==> src/rtl/irq_prio_ctrl_pkg.sv <==
// Shared constants and FSM state encoding for the interrupt priority controller.
package irq_pkg;
  localparam int N_REQ = 16;
  localparam int ID_W  = 4;

  typedef enum logic [1:0] {
    ST_IDLE    = 2'd0,
    ST_REQ     = 2'd1,
    ST_SERVICE = 2'd2
  } state_e;
endpackage

==> src/rtl/irq_prio_ctrl_prio_enc.sv <==
// 16-to-4 priority encoder; bit 15 has the highest priority.
module prio_enc_n
  import irq_pkg::*;
(
  input  logic [15:0] cand,
  output logic [3:0]  enc_id,
  output logic        any
);

  always_comb begin
    enc_id = '0;
    // Ascending scan so the highest set bit is the last to write.
    for (int i = 0; i < N_REQ; i++) begin
      if (cand[i]) enc_id = ID_W'(i);
    end
    any = |cand;
  end

endmodule

==> src/rtl/irq_prio_ctrl.sv <==
// Interrupt front-end: captures requests into pending, issues the highest
// enabled one over a valid/ack handshake and blocks until end-of-interrupt.
module irq_prio_ctrl
  import irq_pkg::*;
#(
  parameter int EDGE = 1
) (
  input  logic        clk,
  input  logic        rst,
  input  logic [15:0] req,
  input  logic [15:0] mask,
  input  logic        irq_ack,
  input  logic        eoi,
  output logic        irq_valid,
  output logic [3:0]  irq_id,
  output logic        busy,
  output logic [15:0] pending
);

  state_e      state_q, state_d;
  logic [15:0] req_prev_q;
  logic [15:0] pending_q, pending_d;
  logic        irq_valid_q, irq_valid_d;
  logic [3:0]  irq_id_q, irq_id_d;
  logic        busy_q, busy_d;
  logic [15:0] clr;
  logic [15:0] rise;
  logic [3:0]  enc_id;
  logic        any;

  prio_enc_n u_enc (
    .cand   (pending_q & mask),
    .enc_id (enc_id),
    .any    (any)
  );

  always_comb begin
    state_d     = state_q;
    irq_valid_d = irq_valid_q;
    irq_id_d    = irq_id_q;
    busy_d      = busy_q;
    clr         = '0;
    case (state_q)
      ST_IDLE: begin
        if (any) begin
          irq_id_d    = enc_id;
          irq_valid_d = 1'b1;
          state_d     = ST_REQ;
        end
      end
      ST_REQ: begin
        // irq_id is frozen here: later arrivals or mask changes do not preempt.
        if (irq_ack) begin
          clr[irq_id_q] = 1'b1;
          irq_valid_d   = 1'b0;
          busy_d        = 1'b1;
          state_d       = ST_SERVICE;
        end
      end
      ST_SERVICE: begin
        if (eoi) begin
          busy_d  = 1'b0;
          state_d = ST_IDLE;
        end
      end
      default: begin
        irq_valid_d = 1'b0;
        busy_d      = 1'b0;
        state_d     = ST_IDLE;
      end
    endcase

    // A new rising edge on the bit being cleared wins over the clear.
    rise = req & ~req_prev_q;
    if (EDGE != 0) pending_d = (pending_q & ~clr) | rise;
    else           pending_d = req & ~clr;
  end

  always_ff @(posedge clk or posedge rst) begin
    if (rst) begin
      state_q     <= ST_IDLE;
      req_prev_q  <= '0;
      pending_q   <= '0;
      irq_valid_q <= 1'b0;
      irq_id_q    <= '0;
      busy_q      <= 1'b0;
    end else begin
      state_q     <= state_d;
      req_prev_q  <= req;
      pending_q   <= pending_d;
      irq_valid_q <= irq_valid_d;
      irq_id_q    <= irq_id_d;
      busy_q      <= busy_d;
    end
  end

  assign irq_valid = irq_valid_q;
  assign irq_id    = irq_id_q;
  assign busy      = busy_q;
  assign pending   = pending_q;

endmodule

==> config.mk <==
export PLATFORM = sky130hd
export DESIGN_NAME = irq_prio_ctrl
export DESIGN_NICKNAME = d
export VERILOG_FILES = /design/src/rtl/irq_prio_ctrl_pkg.sv /design/src/rtl/irq_prio_ctrl_prio_enc.sv /design/src/rtl/irq_prio_ctrl.sv
export SDC_FILE = /design/constraint.sdc
export NUM_CORES = 1
export LEC_CHECK = 0
export ABC_AREA = 1
export ABC_CLOCK_PERIOD_IN_PS = 1300
export BUFFER_PORTS_ARGS = -buffer_cell sky130_fd_sc_hd__buf_4
export CAP_MARGIN = 5
export CORE_ASPECT_RATIO = 1.4
export CORE_MARGIN = 2
export CORE_UTILIZATION = 44
export CTS_CLUSTER_SIZE = 12
export DETAILED_ROUTE_END_ITERATION = 8
export PLACE_DENSITY = 0.84
export SETUP_SLACK_MARGIN = 0.4
export SYNTH_ARGS = -nofsm -noshare
export SYNTH_HDL_FRONTEND = slang
export SYNTH_SLANG_ARGS = --single-unit
==> constraint.sdc <==
create_clock -name clk -period 1.3 [get_ports clk]
set_input_delay 0.065 -clock clk [delete_from_list [all_inputs] [get_ports clk]]
set_output_delay 0.065 -clock clk [all_outputs]
set_load 0.01 [all_outputs]
==> results of run 1 <==
==> kinds of logic (layout without fill, tap and decap cells) <==
kind of cell	after synthesis	after routing	synth area share
AND/OR/NAND/NOR	77	77	0.193
AO/OA/AOI/OAI	41	41	0.131
flip-flops	40	40	0.600
buffers and inverters	33	170	0.0758
==> where the power goes <==
group	internal, mW	leakage, nW	switching [mW]	total (mW)
registers	1.48	0.418	0.278	1.76
clock network	0.381	0.0414	0.451	0.832
logic	1.32	1.09	1.38	2.69
==> stage by stage <==
| step | setup WS [ns] | hold WS [ns] | total power, mW | utilization |
|---|---|---|---|---|
| finish | -0.396 | 0.0643 | 5.28 | 0.866 |
| global route | -0.491 | 0.0769 | 5.55 | 0.866 |
| CTS | -0.146 | 0.0116 | 4.72 | 0.816 |
| detailed placement | -0.196 | 0.0690 | 3.38 | 0.663 |
| global placement | -0.0921 | 0.0585 | 3.33 | 0.663 |
| floorplan | -0.0728 | 0.0438 | 2.47 | - |
==> cell usage after synthesis, types with 2 or more instances <==
master and n:
nand2_1 54, dfrtp_1 40, o21ai_0 33, inv_1 31, nor2_1 13, nand3_1 3, nor2_2 3, a21oi_1 2
a31oi_1 2, nand4_1 2, o21ai_1 2
==> flip-flops by register name, indices dropped and copies added, names as in the netlist <==
| signal | count |
|---|---|
| state_q | 2 |
| irq_valid | 1 |
| irq_id | 4 |
| req_prev_q | 16 |
| busy | 1 |
| pending | 16 |
==> timing repair <==
action,4_1_cts,5_1_grt
pin swaps,5,10
gates resized for setup,77,32
gates cloned,1,0
hold endpoints to repair,30,0
setup buffers,14,8
endpoints found under the setup margin,44,46
hold buffers,17,0
==> cell type report <==
| type | count | area share |
|---|---|---|
| Clock inverter | 2 | 0.00515 |
| Clock buffer | 6 | 0.0230 |
| Inverter | 33 | 0.0436 |
| Multi-Input combinational cell | 118 | 0.220 |
| Timing Repair Buffer | 129 | 0.374 |
| Tap cell | 42 | 0.0167 |
| Sequential cell | 40 | 0.318 |
==> critical path, cell delays in order (launching register included) <==
cell	delay, ns
dfrtp_1	0.40
nand2_1	0.12
nand2_2	0.11
nor2_4	0.12
nand2_2	0.08
nor4_4	0.32
nor2_4	0.07
nand2_4	0.13
inv_8	0.06
a31oi_2	0.19
==> routing by layer <==
layer	part of all wire	global-route usage	wire, um
met5	0	0	0
met4	0.035	0.162	221
met3	0.043	0.0675	271
met2	0.56	0.532	3520
met1	0.36	0.318	2280
==> how the worst max path moves through the flow <==
stage / to / slack [ns] / depth (start not counted)
after floorplan: irq_id[2] / -0.07 / 10
after global placement: irq_id[0] / -0.09 / 10
after detailed placement: irq_id[0] / -0.20 / 11
after CTS: irq_id[2] / -0.15 / 11
after global routing: irq_id[2] / -0.49 / 9
final: irq_id[2] / -0.40 / 9
==> impl_metrics.csv, run 1 <==
group,metric,value,unit
clocking,cts_max_level,2,
worst_hold_path,hold_class,"in2reg",
power_and_ir_drop,p_leak,1.55,nW
placed_design,placed_cells,322,
sta,hold_viol,0,
clocking,cts_buffer_depth,2,
cells_and_area,final_cells,370,
worst_setup_path,reg2reg_slack,-0.40,ns
global_route,antenna_found_initial,0,
cells_and_area,final_cell_area,3160,um^2
sta,fin_worst_skew,0.00794,ns
worst_setup_path,crit_start,"pending[12]",
yosys,ys_seq_area_frac,0.600,
yosys,synth_fp_nets,227,
worst_setup_path,endpoint_kind,"flop",
cells_and_area,multi_input_area,694,um^2
clocking,cts_tree,"built",
sta,setup_viol,21,
sta,fin_crit,1.70,ns
sta,setup_slack,-0.396,ns
global_route,grt_pass1_vias,2069,
clocking,path_clk_slew,0.08,ns
cells_and_area,layout-drive-gt1-share,0.485,
sta,slew_headroom,0.738,
clocking,clkSinkCount,40,
yosys,ys_ff_latch,40,
yosys,ys.flop_type,"dfrtp_1",
worst_setup_path,crit_required,1.51,ns
route,dr.pass1.iters,4,
global_route,grtUsageTotal,0.298,
floorplanning,start_util,0.458,
route,drtIter0Drc,109,
placed_design,hpwl,3310,um
floorplanning,pin_count,58,
worst_setup_path,critPathMaxFanout,5,
floorplanning,dieArea,4310,um^2
placed_design,place_area,2410,um^2
cells_and_area,nFillCells,173,
worst_hold_path,whs_endpoint,"state_q[0]",
flow_run,maxCapViolCount,0,
sta,slew_violations,0,
placed_design,portBuffers,57,
yosys,synthArstFlopShare,1.00,
global_route,overflow,0,
cells_and_area,regArea,1000,um^2
sta,timing.final.crit_share,1.30,
floorplanning,die_y,76.9,um
clocking,cts_root_buf,"clkbuf_8",
yosys,synth-edff-count,0,
worst_setup_path,worstRegToRegCells,9,
yosys,syn_avg_cell_area,8.73,um^2
yosys,synth_top_area_frac,0.600,
floorplanning,core_area,3640,um^2
route,ant_nets,0,
sta,fmax,590,MHz
clocking,clkLatencyLatePin,0.30,ns
route,vias_per_cell,5.19,
outcome,status,"complete, but fails checks",
global_route,grt_pass1_wl,9730,um
floorplanning,die_w,56.0,um
yosys,synth_cell_types,17,
worst_setup_path,crit_type,"reg2reg",
cells_and_area,syn_to_final_growth,89.2,%
sta,rsz0062_at_grt,"yes",
floorplanning,row_count,26,
cells_and_area,n_antenna_cell,0,
worst_hold_path,hold_path_startpoint,"irq_ack",
worst_setup_path,cp-start-kind,"flop",
yosys,synthesis.area,1670,um^2
cells_and_area,nets,363,
yosys,synthTopCellsByArea,"dfrtp_1, nand2_1, o21ai_0",
worst_setup_path,r2r-end,"irq_id[2]",
cells_and_area,final_common_cell,"buf_4",
route,drt_wl_total,6290,um
route,wl_per_cell,17.0,um
worst_setup_path,r2r-start,"pending[12]",
worst_setup_path,critPathArrivalTime,1.91,ns
yosys,ys.warnings.count,0,
sta,setup_tns,-3.17,ns
sta,tightest_slew,0.392,ns
yosys,synthCells,191,
power_and_ir_drop,max-vdd-ir-drop,1280,uV
global_route,grt_max_degree,27,
route,drc,0,
clocking,cts_made_buffers,5,
cells_and_area,final_cell_mix,"buf_4, nand2_1, buf_6",
worst_hold_path,hold_path_depth,2,
yosys,synth_top_area_cell,"dfrtp_1",
placed_design,gp_congestion,0.785,
power_and_ir_drop,p_per_area,1670,nW/um^2
route,detailroute.via_count,1920,
outcome,violations,"setup timing",
Power figures use the tool's default switching activity.
==> inputs of run 2 (changes only) <==
SETUP_SLACK_MARGIN = 0.3   (was 0.4)
==> impl_metrics.csv, run 2 (synthesis gave the netlist of run 1 again) <==
group,metric,value,unit
outcome,status,"complete, but fails checks",
outcome,violations,"setup timing",
route,top_layer,"met4",
flow_run,maxCapViolCount,0,
global_route,grt_max_degree,41,
cells_and_area,nFillCells,174,
worst_setup_path,crit_required,1.45,ns
sta,holdWs,0.0713,ns
cells_and_area,final_cell_area,3180,um^2
cells_and_area,final_common_cell,"buf_4",
route,drtIter0Drc,70,
floorplanning,die_y,76.9,um
worst_setup_path,cp-start-kind,"flop",
worst_setup_path,critPathTopFamily,"simple AND/OR/NAND/NOR gates",
worst_setup_path,endpoint_kind,"flop",
route,ant_nets,0,
global_route,overflow,0,
cells_and_area,syn_to_final_growth,90.7,%
clocking,cts_made_buffers,5,
route,dr.pass1.iters,4,
sta,hold_viol,0,
sta,fin_crit,1.80,ns
route,drc,0,
placed_design,hpwl,3230,um
sta,tightest_slew,0.501,ns
global_route,grt_pass1_vias,1998,
route,wl_met3,443,um
route,wl_met2,3470,um
power_and_ir_drop,p_leak,1.57,nW
placed_design,gp_congestion,0.805,
worst_setup_path,crit_buf_inv,1,
worst_setup_path,crit_type,"reg2reg",
worst_setup_path,slowest_stage,"dfrtp_1",
floorplanning,row_count,26,
clocking,cts_root_buf,"clkbuf_8",
route,detailroute.via_count,1968,
route,vias_per_cell,5.30,
worst_setup_path,critPathArrivalTime,1.95,ns
power_and_ir_drop,max-vdd-ir-drop,1680,uV
sta,setup_viol,22,
route,wl_met1,2230,um
route,wl_per_cell,17.6,um
floorplanning,start_util,0.458,
sta,rsz0062_at_grt,"yes",
cells_and_area,final_cell_mix,"buf_4, nand2_1, dfrtp_1",
sta,setup_slack,-0.500,ns
floorplanning,core_area,3640,um^2
sta,timing.final.crit_share,1.38,
placed_design,place_area,2410,um^2
sta,slew_violations,0,
global_route,grtUsageTotal,0.264,
worst_setup_path,slowest_delay,0.41,ns
worst_setup_path,cp_cell_sequence,"nand2_1, nand2_2, nor2_4, nand2_2, nor4_4, nor2_4, nand2_4, inv_6, o21ai_2, o21ai_1",
worst_hold_path,hold_class,"in2reg",
worst_setup_path,critPathMaxFanout,5,
clocking,clkSinkCount,40,
sta,fin_worst_skew,0.00691,ns
placed_design,portBuffers,57,
clocking,cts_tree,"built",
global_route,grt_pass1_wl,8780,um
floorplanning,die_w,56.0,um
floorplanning,dieArea,4310,um^2
cells_and_area,n_antenna_cell,0,
cells_and_area,layout-drive-gt1-share,0.529,
cells_and_area,nets,364,
clocking,path_clk_slew,0.07,ns
clocking,clkLatencyLatePin,0.30,ns
clocking,cts_buffer_depth,2,
global_route,antenna_found_initial,0,
clocking,cts_max_level,2,
sta,fmax,556,MHz
floorplanning,pin_count,58,
route,drt_wl_total,6510,um
power_and_ir_drop,finalPower,5.64,mW
placed_design,dp_worst_setup_slack,-0.177,ns
sta,slew_headroom,0.666,
sta,setup_tns,-3.97,ns
power_and_ir_drop,p_per_area,1770,nW/um^2
[run 2: where the power goes]
group	switching, mW	internal, mW	total, mW
registers	0.311	1.48	1.79
logic	1.47	1.39	2.86
clock network	0.424	0.570	0.994
[run 2: area by class of cell]
cell class	count	area, um^2	share of cell area
Timing Repair Buffer	130	1130	0.357
Sequential cell	40	1000	0.315
Multi-Input combinational cell	118	747	0.235
Inverter	33	136	0.0429
Clock buffer	6	72.6	0.0228
Tap cell	42	52.6	0.0165
Clock inverter	2	35.0	0.0110
[run 2: worst paths after layout]
kind	start	end	slack [ns]	cells after the start
max reg2reg	pending[15]	irq_id[1]	-0.50	10
min reg2reg	req_prev_q[4]	pending[4]	0.41	1
min	irq_ack	state_q[0]	0.07	2
max	pending[15]	irq_id[1]	-0.50	10
min in group asynchronous	rst	req_prev_q[4]	0.48	4
max in group asynchronous	rst	state_q[1]	0.45	4
[run 2: routing by layer]
metal,global-route usage,vias up
met5,0,-
met2,0.488,115
met3,0.0624,38
li1,-,877
met1,0.255,938
met4,0.160,0
[run 2: through the flow]
step / std cells / utilization
3_5_place_dp: 323 / 0.660
6_report: 371 / 0.873
4_1_cts: 357 / 0.815
3_3_place_gp: 323 / 0.660
2_1_floorplan: 191 / -
5_1_grt: 371 / 0.873
[run 2: timing repair]
item,4_1_cts,5_1_grt
setup endpoints to repair,40,42
hold buffers,17,0
buffers inserted,8,14
endpoints found under the hold margin,56,0
gates cloned,1,0
pin swaps,10,15
gates resized for setup,90,32
